===== config.mk =====
export PLATFORM = sky130hd
export DESIGN_NAME = fwd_hazard_unit_n
export DESIGN_NICKNAME = d
export VERILOG_FILES = /design/src/rtl/fwd_hazard_unit_n.sv
export SDC_FILE = /design/constraint.sdc
export NUM_CORES = 1
export LEC_CHECK = 0
export BUFFER_PORTS_ARGS = -buffer_cell sky130_fd_sc_hd__buf_2
export CELL_PAD_IN_SITES_DETAIL_PLACEMENT = 0
export CELL_PAD_IN_SITES_GLOBAL_PLACEMENT = 1
export CORE_MARGIN = 5
export CORE_UTILIZATION = 30
export CTS_CLUSTER_SIZE = 12
export DETAILED_ROUTE_END_ITERATION = 10
export PLACE_DENSITY_LB_ADDON = 0.3
export SKIP_CTS_REPAIR_TIMING = 1
export SYNTH_ARGS = -nofsm -noshare
export SYNTH_HDL_FRONTEND = slang
export SYNTH_SLANG_ARGS = --single-unit

===== constraint.sdc =====
create_clock -name clk -period 2 [get_ports clk]
set_clock_uncertainty 0.1 [all_clocks]
set_input_delay 0.2 -clock clk [delete_from_list [all_inputs] [get_ports clk]]
set_output_delay 0.2 -clock clk [all_outputs]
set_load 0.02 [all_outputs]

===== src/rtl/fwd_hazard_unit_n.sv =====
// EX-stage operand forwarding with per-port MEM/WB selects and a shared hold FSM.
// Also detects load-use hazards, drives stall/flush, and counts load-use stalls.
module fwd_hazard_unit_n #(
    parameter int WIDTH   = 32,
    parameter int NPORTS  = 2,
    parameter int REGBITS = 5,
    parameter int CNTW    = 16
) (
    input  logic                      clk,
    input  logic                      reset,
    input  logic [NPORTS*REGBITS-1:0] SrcRegD,
    input  logic [NPORTS*REGBITS-1:0] SrcRegE,
    input  logic [NPORTS*WIDTH-1:0]   RDE,
    input  logic [REGBITS-1:0]        WriteRegE,
    input  logic                      RegWriteE,
    input  logic                      MemtoRegE,
    input  logic [REGBITS-1:0]        WriteRegM,
    input  logic                      RegWriteM,
    input  logic [WIDTH-1:0]          ALUOutM,
    input  logic [REGBITS-1:0]        WriteRegW,
    input  logic                      RegWriteW,
    input  logic [WIDTH-1:0]          ResultW,
    input  logic                      HoldE,
    output logic [NPORTS*WIDTH-1:0]   SrcE,
    output logic [NPORTS*2-1:0]       ForwardE,
    output logic                      StallF,
    output logic                      StallD,
    output logic                      FlushE,
    output logic [CNTW-1:0]           LuStallCnt
);

    typedef enum logic {
        IDLE = 1'b0,
        HOLD = 1'b1
    } state_t;

    state_t                    state;
    logic [NPORTS*WIDTH-1:0]   live;
    logic [NPORTS*WIDTH-1:0]   hold_reg;
    logic                      d_hit;
    logic                      lwstall;

    for (genvar i = 0; i < NPORTS; i++) begin : g_port
        logic [REGBITS-1:0] src_e;
        logic               mem_hit;
        logic               wb_hit;

        assign src_e   = SrcRegE[i*REGBITS +: REGBITS];
        assign mem_hit = RegWriteM && (WriteRegM != '0)
                         && (WriteRegM == src_e);
        assign wb_hit  = RegWriteW && (WriteRegW != '0)
                         && (WriteRegW == src_e);

        assign live[i*WIDTH +: WIDTH] =
            mem_hit ? ALUOutM :
            wb_hit  ? ResultW :
                      RDE[i*WIDTH +: WIDTH];

        assign SrcE[i*WIDTH +: WIDTH] =
            (state == HOLD) ? hold_reg[i*WIDTH +: WIDTH]
                            : live[i*WIDTH +: WIDTH];

        assign ForwardE[i*2 +: 2] =
            (state == HOLD) ? 2'b11 :
            mem_hit         ? 2'b10 :
            wb_hit          ? 2'b01 :
                              2'b00;
    end

    // Any ID-stage source reading the register an EX-stage load is writing.
    always_comb begin
        d_hit = 1'b0;
        for (int i = 0; i < NPORTS; i++) begin
            if (SrcRegD[i*REGBITS +: REGBITS] == WriteRegE) begin
                d_hit = 1'b1;
            end
        end
    end

    assign lwstall = MemtoRegE && RegWriteE && (WriteRegE != '0) && d_hit;
    assign StallF  = lwstall | HoldE;
    assign StallD  = lwstall | HoldE;
    // A held instruction must survive, so never flush while holding.
    assign FlushE  = lwstall & ~HoldE;

    // Hold FSM: snapshot live operands on entry, release one cycle after HoldE drops.
    always_ff @(posedge clk) begin
        if (reset) begin
            state    <= IDLE;
            hold_reg <= '0;
        end else begin
            unique case (state)
                IDLE: begin
                    if (HoldE) begin
                        hold_reg <= live;
                        state    <= HOLD;
                    end
                end
                HOLD: begin
                    if (!HoldE) begin
                        state <= IDLE;
                    end
                end
                default: state <= IDLE;
            endcase
        end
    end

    // Saturating count of cycles in which a load-use bubble was inserted.
    always_ff @(posedge clk) begin
        if (reset) begin
            LuStallCnt <= '0;
        end else if (FlushE && (LuStallCnt != {CNTW{1'b1}})) begin
            LuStallCnt <= LuStallCnt + 1'b1;
        end
    end

endmodule


==> results.cfg <==
[outcome]
status = complete, but fails checks
violations = setup timing

[worst_hold_path]
worstHoldStart = reset
hold_class = input pin to register
whs_endpoint = state$_SDFF_PP0_
hold_path_depth = 2

[yosys]
synth_edf_count = 0
syn-cell-area_um2 = 6160
yosysMostFrequentCell = dfxtp_1
synth_commonest_cells = dfxtp_1 (81), clkbuf_1 (51), nand2_1 (45)
synth_area_leaders = dfxtp_1 (26%), o221ai_2 (6.8%), mux2_2 (6.8%), a32o_1 (5.2%), o31ai_1 (4.8%)
avgSynthCellArea_um2 = 8.45
synth_top_area_share_pct = 26.3
async_flop_share_pct = 0
synthesis.instances = 729
synth.distinct_cells = 49
ys_seq_area_share_pct = 26.3
synth_warnings = 0
ys.flop_type = dfxtp_1
syn_nets = 900
synth.largest_area_cell = dfxtp_1
synth-seq-cells = 81

[timing]
rsz0062_at_grt = yes
worst_pin_slew_ps = 489
min_period_ps = 2400
fin_ws_ps = -396
finalCritPeriodShare_pct = 120
final-max-slew-violation-count = 0
whs_ps = 7.86
fmax_mhz = 417
setup_violations = 67
slew_headroom_pct = 67.1
hold_viol = 0

[clocking]
numCtsBuffers = 9
clock_sinks = 81
clock_latency_ps = 350
clk_pin_slew_ps = 70
clockBufferDepth = 2
cts.htree.levels = 3
cts-root-buf = clkbuf_16
cts_tree = yes

[floorplanning]
die-area_um2 = 23500
die_h_um = 153
fp.coreArea_um2 = 20200
rows = 52
io_pins = 257
die_x_um = 153
start_util_pct = 30.4

[pwr]
leakagePower_nw = 4.22
p_seq_share_pct = 31.3
pwr-share-comb_pct = 36.0
power.density_nw_per_um2 = 555
clkPwrFrac_pct = 32.7
peakVddDrop_v = 0.000362
netSwitchingFraction_pct = 33.8
p_switching_mw = 1.87
p_int_mw = 3.68

[global_routing]
grt_pass1_wl_um = 41100
grt_overflow_total = 0
grt_max_degree = 45
antenna_found_initial = 2
first_global_vias = 7241
grt_usage_pct = 21.9

[critical_path]
timing.rr.start = LuStallCnt[0]$_SDFFE_PP0P_
path_class = input pin to output port
rr_endpoint = LuStallCnt[14]$_SDFFE_PP0P_
ff2ff_setup_slack_ps = 100
worstSetupStartpointType = input pin
worstPathArrival_ps = 2100
cp.required_ps = 1700
reg2regPathDepth = 5
critPathCaptureType = output port
cp_max_fo = 8

[routing]
wl_um = 28400
wl_per_cell_um = 21.2
drc_errors = 0
post_drt_via_cell_ratio = 5.59
first_pass_iters = 6
dr_total_vias = 7474
drt_iter0_drc = 392
ant_nets = 0

[layout]
nets = 1232
area_growth_pct = 62.4
fin_area_um2 = 10000
largest_reg_flops = 64
drive_gt1_share_pct = 49.3
fillerInstances = 1986

[placement]
place_ws_ps = -421
gp_congestion = 0.910
place_area_um2 = 8640
dp.final_hpwl_um = 20300
io_buffer_count = 256

[flow_run]
max_cap_viol_count = 0
[how the worst max path moves through the flow]
stage	startpoint	to	slack, ps
after detailed placement	WriteRegM[1]	SrcE[20]	-420
after global placement	WriteRegM[1]	SrcE[20]	-390
final	WriteRegW[1]	SrcE[25]	-400
after floorplan	WriteRegM[1]	SrcE[44]	-60
after global routing	WriteRegW[1]	SrcE[29]	-440
after CTS	WriteRegM[1]	SrcE[20]	-410
[kinds of logic after synthesis]
family                     share of synthesized area (%)
DFF                                                 26.3
buffers and inverters                               8.06
AOI/OAI and AO/OA                                   32.5
adders and majority gates                          0.203
muxes                                               6.93
xor gates and xnor gates                            4.27
and+or+nand+nor                                     21.7
[power groups by stage]
stage               sequential [mW]  clock [mW]  combinational [mW]
finish                         1.74        1.81                2.00
global route                   1.75        1.91                2.11
CTS                            1.74        1.84                1.70
detailed placement             1.77           0                1.70
global placement               1.77           0                1.69
floorplan                      1.77           0               0.909
[cells in the final DEF, fill, tap and decap left out, drive strengths merged, types with 34 or more instances in the layout]
| cell | Yosys | final |
|---|---|---|
| dfxtp | 81 | 81 |
| or3 | 35 | 35 |
| nand2 | 45 | 45 |
| buf | 28 | 395 |
| inv | 34 | 36 |
| nor3 | 39 | 39 |
| and2 | 34 | 34 |
| o31ai | 39 | 39 |
| nand4 | 38 | 38 |
| mux2 | 37 | 37 |
[worst max-delay path: stages]
cell and delay, ps:
buf_6 90, or4_4 560, o21ai_4 280, buf_6 180, buf_12 130, o31ai_2 70, a31oi_1 260, mux2_4 210
buf_6 110
[per-layer routing]
layer,share of wire [%],vias to the layer above,GRT usage [%]
li1,-,3498,-
met1,45,3621,29.3
met2,46,308,35.3
met3,6.6,45,4.78
met4,2.2,2,6.92
met5,0.039,-,0
[metrics by stage]
step                      utilization, %  setup TNS (ps)  power [mW]  instances
after detailed placement            42.7          -31240        3.47       1297
final                               49.4          -21850        5.55       1337
after global routing                49.4          -25360        5.77       1337
after global placement              42.7          -28520        3.47       1297
after floorplan                        -           -2220        2.68        729
after CTS                           44.3          -23690        5.28       1313
[layout make-up]
class,instances,area (um2),share of cell area (%)
tap,270,338,3.38
clock inverter,6,75.1,0.751
antenna,1,2.50,0.0250
sequential,81,1630,16.3
clock buffer,10,239,2.39
timing repair buffer,400,2970,29.7
multi-input combinational,534,4620,46.2
inverter,35,133,1.33
(Power assumes the default switching activity.)
